[src/rtl/bitrev_reorder_ctrl.sv]
// Loads a block of 2^log_n coefficients in natural order and drains them in
// bit-reversed index order over valid/ready streams.
//
//   state | meaning
//   ------+-------------------------------------------------------------
//   IDLE  | waiting for start; no handshakes accepted or offered
//   LOAD  | in_ready high; each input handshake fills mem_q[wr_cnt]
//   DRAIN | out_valid high; presenting mem_q[rev(rd_cnt)] until n words sent
module bitrev_reorder_ctrl #(
    parameter int DATA_W    = 8,
    parameter int LOG_N_MAX = 3
) (
    input  logic              clk,
    input  logic              rst,
    input  logic              start,
    input  logic [7:0]        log_n,
    input  logic [DATA_W-1:0] in_data,
    input  logic              in_valid,
    output logic              in_ready,
    output logic [DATA_W-1:0] out_data,
    output logic              out_valid,
    input  logic              out_ready,
    output logic              busy,
    output logic              done
);

    localparam int DEPTH = 1 << LOG_N_MAX;
    localparam int CNT_W = LOG_N_MAX + 1;
    localparam int LN_W  = $clog2(LOG_N_MAX + 1);

    typedef enum logic [1:0] {IDLE, LOAD, DRAIN} state_t;

    state_t             state_q, state_d;
    logic [LN_W-1:0]    ln_q, ln_d;
    logic [CNT_W-1:0]   wr_q, wr_d;
    logic [CNT_W-1:0]   rd_q, rd_d;
    logic               done_q, done_d;
    logic [DATA_W-1:0]  mem_q [DEPTH];

    logic [LN_W-1:0]      ln_clamp;
    logic [CNT_W-1:0]     n_last;
    logic [LOG_N_MAX-1:0] rev_idx;
    logic                 in_hs;
    logic                 out_hs;

    assign ln_clamp = (log_n > 8'(LOG_N_MAX)) ? LN_W'(LOG_N_MAX) : log_n[LN_W-1:0];
    assign n_last   = (CNT_W'(1) << ln_q) - CNT_W'(1);

    assign in_ready  = (state_q == LOAD);
    assign out_valid = (state_q == DRAIN);
    assign busy      = (state_q != IDLE);
    assign done      = done_q;
    assign in_hs     = in_valid && in_ready;
    assign out_hs    = out_valid && out_ready;

    // Only the low ln_q bits of rd_cnt take part in the reversal.
    always_comb begin
        rev_idx = '0;
        for (int j = 0; j < LOG_N_MAX; j++) begin
            if (j < int'(ln_q)) rev_idx[j] = rd_q[int'(ln_q) - 1 - j];
        end
    end

    assign out_data = (state_q == DRAIN) ? mem_q[rev_idx] : '0;

    always_comb begin
        state_d = state_q;
        ln_d    = ln_q;
        wr_d    = wr_q;
        rd_d    = rd_q;
        done_d  = 1'b0;
        case (state_q)
            IDLE: begin
                if (start) begin
                    ln_d    = ln_clamp;
                    wr_d    = '0;
                    rd_d    = '0;
                    state_d = LOAD;
                end
            end
            LOAD: begin
                if (in_hs) begin
                    wr_d = wr_q + CNT_W'(1);
                    if (wr_q == n_last) state_d = DRAIN;
                end
            end
            DRAIN: begin
                if (out_hs) begin
                    rd_d = rd_q + CNT_W'(1);
                    if (rd_q == n_last) begin
                        state_d = IDLE;
                        done_d  = 1'b1;
                    end
                end
            end
            default: state_d = IDLE;
        endcase
    end

    always_ff @(posedge clk or posedge rst) begin
        if (rst) begin
            state_q <= IDLE;
            ln_q    <= '0;
            wr_q    <= '0;
            rd_q    <= '0;
            done_q  <= 1'b0;
        end else begin
            state_q <= state_d;
            ln_q    <= ln_d;
            wr_q    <= wr_d;
            rd_q    <= rd_d;
            done_q  <= done_d;
        end
    end

    always_ff @(posedge clk or posedge rst) begin
        if (rst) begin
            for (int i = 0; i < DEPTH; i++) mem_q[i] <= '0;
        end else if (in_hs) begin
            mem_q[wr_q[LOG_N_MAX-1:0]] <= in_data;
        end
    end

endmodule

[config.mk]
export PLATFORM = sky130hd
export DESIGN_NAME = bitrev_reorder_ctrl
export DESIGN_NICKNAME = d
export VERILOG_FILES = /design/src/rtl/bitrev_reorder_ctrl.sv
export SDC_FILE = /design/constraint.sdc
export NUM_CORES = 1
export LEC_CHECK = 0
export BUFFER_PORTS_ARGS = -buffer_cell sky130_fd_sc_hd__buf_2
export CAP_MARGIN = 10
export CORE_MARGIN = 2
export CORE_UTILIZATION = 25
export DETAILED_ROUTE_END_ITERATION = 8
export HOLD_SLACK_MARGIN = 0.12
export PLACE_DENSITY = 0.39
export SYNTH_ARGS = -nofsm -noshare
export SYNTH_HDL_FRONTEND = slang
export SYNTH_SLANG_ARGS = --single-unit
[constraint.sdc]
create_clock -name clk -period 2.7 [get_ports clk]
set_clock_uncertainty 0.15 [all_clocks]
set_input_delay 0.405 -clock clk [delete_from_list [all_inputs] [get_ports clk]]
set_output_delay 0.405 -clock clk [all_outputs]
set_load 0.1 [all_outputs]
## Word level (Yosys, flattened, before mapping)

Cells that the tools add are included.

| operators by class | value |
|---|---|
| magnitude comparators | 10 |
| shift operators | 1 |
| reduce and logical (&&, ||, !) cells | 11 |
| bitwise logic cells | 2 |
| equal/unequal tests | 9 |
| add/subtract/negate cells | 6 |
| muxes and demuxes | 34 |

Operators by type and width:

| operator | number |
|---|---|
| 64-bit bitwise mux | 1 |
| 32-bit by 4-bit less-than comparator with 1-bit output (second input constant) | 1 |
| 8-bit two-way mux | 4 |
| 8-bit binary-select mux with 3-bit select | 1 |
| 8-bit demux with 3-bit select | 1 |
| 4-bit case mux with 2 select lines | 2 |
| 1-bit two-way mux | 12 |
| 2-bit two-way mux | 6 |
| 4-bit two-way mux | 3 |
| 4-bit by 1-bit adder with 4-bit output (second input constant) | 2 |
| 4-bit equality test | 2 |
| 4-bit >= comparator (second input constant) | 2 |
| 8-bit by 2-bit greater-than comparator with 1-bit output (second input constant) | 1 |
| 2-bit by 1-bit inequality test with 1-bit output (second input constant) | 4 |
| 3-bit NOT with 4-bit output | 2 |
| 1-bit binary-select mux with 2-bit select | 3 |
| 2-bit case mux with 3 select lines | 1 |
| 3-bit AND reduction | 2 |
| 2-bit nonzero test | 3 |
| 5-bit AND reduction | 1 |
| 1-bit by 2-bit less-than comparator with 1-bit output (first input constant) | 2 |
| 3-bit by 4-bit less-than comparator with 1-bit output (second input constant) | 1 |
| 4-bit by 1-bit less-than comparator with 1-bit output (second input constant) | 1 |
| 4-bit less-than comparator (second input constant) | 1 |
| other kinds (12) | 14 |

| storage, ports and cells | value |
|---|---|
| register bits | 77 |
| logic and storage cells | 86 |
| output and inout bits | 12 |
| input bits | 21 |

## Depth between registers and ports, before layout

| logic depth | value |
|---|---|
| word-level depth | 11 |
| mapped depth | 9 |
| mapped depth without buffers | 7 |

## Least setup slack after synthesis

Ideal clock, no wire load.

| timing path | value |
|---|---|
| path kind | register to output |
| start | reg ln_q[0] |
| end | out out_data[6] |
| cell stages (with the launch flop) | 10 |
| buffers on the path | 2 |
| required time | 2.145 ns |
| setup slack | -0.494 ns |
| arrival | 2.639 ns |
| cell sequence | dfrtp_1 buf_6 inv_1 ha_1 or2_1 o22ai_4 buf_2 mux2i_1 o22ai_2 or2_1 |

| on the way | value |
|---|---|
| word-level cells in the longest chain between the ends | 11 |
| elaborated cells on any way between the ends | 23 |
| those cells by class | add/sub: 3; order compare: 3; mux: 16; bitwise: 1 |

Ends and longest elaborated chain:

| what | line | RTL |
|---|---|---|
| start, declared | 34 | `logic [LN_W-1:0] ln_q, ln_d;` |
| start signal, assigned | 109 | `ln_q <= ln_d;` |
| 2-bit by 1-bit subtractor with 3-bit output | 60 | `if (j < int'(ln_q)) rev_idx[j] = rd_q[int'(ln_q) - 1 - j];` |
| 3-bit by 2-bit subtractor with 4-bit output or 3-bit by 3-bit subtractor with 4-bit output (tied branches) | 60 |  |
| 1-bit binary-select mux with 2-bit select | 60 |  |
| 1-bit two-way mux (not written as such) (2 in a row) | 60 |  |
| 1-bit two-way mux | 60 |  |
| 3-bit NOT with 4-bit output (not written as such) (*) | 64 | `assign out_data = (state_q == DRAIN) ? mem_q[rev_idx] : '0;` |
| 8-bit binary-select mux with 3-bit select (*) | 64 |  |
| 8-bit two-way mux (not written as such) (*) (2 in a row) | 64 |  |
| 8-bit two-way mux (*) | 64 |  |
| end, declared | 20 | `output logic [DATA_W-1:0] out_data,` |

Every way passes the cells marked *; elsewhere a longest branch is shown, timed or not. The select of a mux whose other input is x is not followed.

## Worst setup path after layout

| timing path | value |
|---|---|
| start | reg ln_q[0] |
| end | out out_data[3] |

Same word-level chain as after synthesis.

==> out/metrics.csv <==
metric;value;unit
total_power;5.27;mW
cts_sinks;77;
syn_inst;304;
place_hpwl;6590;um
clk_path_buf_depth;2;
core.rowCount;45;
numCtsBuffers;9;
area_delta_synth_final;37.1;%
run_status;finished, violations left;
die_y;129;um
cp.required;2.14;ns
io_pins;33;
avgSynthCellArea;12.9;sq um
clk_latency;0.34;ns
h-tree-depth;3;
finalCritPeriodShare;113;%
vias;2621;
clk_pin_slew_worst_paths;0.06;ns
tritoncts;built;
max_freq;328;MHz
yosysSeqAreaShare;49.3;%
hold_path.class;in -> reg;
period_needed;3.04;ns
grt_setup_unrepaired;yes;
hold_viol_final;0;
first_pass_iters;4;
ant_nets;0;
synthFlopType;dfrtp_1;
fill_cells;1504;
fin_cells;594;
ys_seq_elements;77;
start_kind;register;
grt_pass1_wl;16300;um
start_util;25.6;%
dp_slack;-0.118;ns
p_per_area;982;mW/mm^2
drc;0;
synth_nets;331;
synth-edff-count;0;
avgViaCountPerCell;4.41;
dpl_cell_area;0.00472;sq mm
worstPathBufferInverterCount;3;
cp-end-kind;output pin;
placedCellCount;567;
routabilityCongestion;0.696;
setup_ws;-0.344;ns
wl;9970;um
antenna_found_initial;0;
cts_root_buffer;clkbuf_16;
die_x;129;um
fin_util;35.1;%
grt_usage;13.2;%
grt_pass1_vias;2868;
worstPathMaxFanout;5;
drive_gt1_share;42.6;%
yosysUniqueCellTypes;44;
worstMarginPinSlew;0.579;ns
final_nets;405;
io_buffer_count;32;
async_reset_ff_share;100;%
path_delay_family;simple AND/OR/NAND/NOR gates;
crit_type;reg -> out;
tns;-2.66;ns
arrival;2.49;ns
cpMaxStageDelayCell;or3b_4;
drt_iter0_drc;84;
ir_drop;732;uV
n_antenna_cell;0;
die_area;0.0167;sq mm
routedWlPerCell;16.8;um
drv_slew;0;
setup_violations;8;
netlist_area;0.00391;sq mm
fp.coreArea;0.0153;sq mm
p_leak;2.32;nW
violations;setup timing;
slew_headroom;61.4;%
grt_max_degree;49;
fin_area;0.00536;sq mm
max_stage_delay;0.40;ns
crit_chain;inv_4, ha_4, mux4_2, nand3b_4, or3b_4, buf_6, o22ai_2, or2_4, buf_12;
cap_violations;0;
yosysWarnings;0;
hold_slack;0.185;ns
grt_overflow_total;0;
-- worst reg2reg max path: stages (launching register included) --
cell,delay [ns]
dfrtp_1,0.54
inv_2,0.12
or4_1,0.83
mux2_1,0.43
-- state kept, by name, summed over array words and instances, names as in the netlist --
| register | cells |
|---|---|
| ln_q | 2 |
| done | 1 |
| mem_q | 64 |
| wr_q | 4 |
| rd_q | 4 |
| state_q | 2 |
-- routing by layer --
metal | routed length [um] | track usage, % | part of all wire [%] | vias to the layer above
li1 | - | - | - | 1255
met1 | 4940 | 18.0 | 50 | 1315
met2 | 4590 | 20.6 | 46 | 40
met3 | 335 | 3.80 | 3.4 | 11
met4 | 107 | 3.45 | 1.1 | 0
met5 | 0 | 0 | 0 | -
-- layout make-up --
class	count	area [sq um]	area share (%)
multi-input cells	206	2070	38.6
clock inverters	5	82.6	1.54
inverters	8	37.5	0.700
clock buffers	11	243	4.53
repair buffers	76	739	13.8
well taps	211	264	4.92
flip-flops and latches	77	1930	36.0
-- power by group --
group          switching, mW  internal, mW  total (mW)
clock                  0.486         0.838        1.32
combinational          0.954          1.03        1.99
sequential             0.323          1.63        1.96
total                   1.76          3.50        5.27
-- kinds of logic (layout without fill, tap and decap cells) --
kind of cell,count (synthesis),count (layout),share of synthesized area [%]
mux,103,103,28.8
simple gates,58,58,9.02
flops,77,77,49.3
compound gates,31,31,5.95
xor+xnor,8,8,1.79
buf+inv,21,100,3.26
fa+ha+maj,6,6,1.92
-- timing repair --
action                                  in CTS  in global routing
pin swaps                                    4                  5
endpoints found under the setup margin       8                  8
buffers inserted                             6                  1
hold buffers                                 1                  0
cloned                                       2                  1
resized for setup                           20                 18
endpoints found under the hold margin       25                  0
-- cells in the final DEF (no fill, tap or decap), types with 5 or more instances in the layout --
cell type  Yosys  layout
dfrtp_1       77      76
mux2_1        48      48
buf_4          0      31
mux2i_1       37      24
buf_2          3      24
mux2_2        17      17
o22ai_2        2      12
buf_12         0      12
nor2_1        11      11
clkbuf_16      0      10
mux2i_2        0       9
or2_4          0       9
nand2_1        8       8
o22ai_1       17       6
xor2_1         5       5
buf_6          6       5
-- cells in the mapped netlist, drive strengths merged (3+ instances only) --
cell type	instances	area share, %
a22o	3	0.67
buf	9	2.1
clkbuf	4	0.38
dfrtp	77	49
ha	6	1.9
inv	8	0.77
mux2	65	19
mux2i	37	9.5
nand2	8	0.77
nand2b	4	0.77
nand3	4	0.51
nor2	12	1.2
nor3	4	0.93
nor3b	3	0.86
o21ai	4	0.51
o22ai	20	3.9
or2	10	1.6
xnor2	3	0.67
xor2	5	1.1
-- path summary, 6_finish.rpt --
check | start | end | slack (ns) | depth (start not counted)
max in group asynchronous | rst | mem_q[52]$_DFFE_PP0P_ | 1.12 | 5
min in group asynchronous | rst | done$_DFF_PP0_ | 0.49 | 3
hold / removal | log_n[1] | ln_q[1]$_DFFE_PP0P_ | 0.18 | 3
setup reg to reg | wr_q[1]$_DFFE_PP0P_ | mem_q[45]$_DFFE_PP0P_ | 0.52 | 3
hold reg to reg | mem_q[16]$_DFFE_PP0P_ | mem_q[16]$_DFFE_PP0P_ | 0.34 | 1
setup / recovery | ln_q[0]$_DFFE_PP0P_ | out_data[3] | -0.34 | 9
Power figures use the tool's default switching activity.
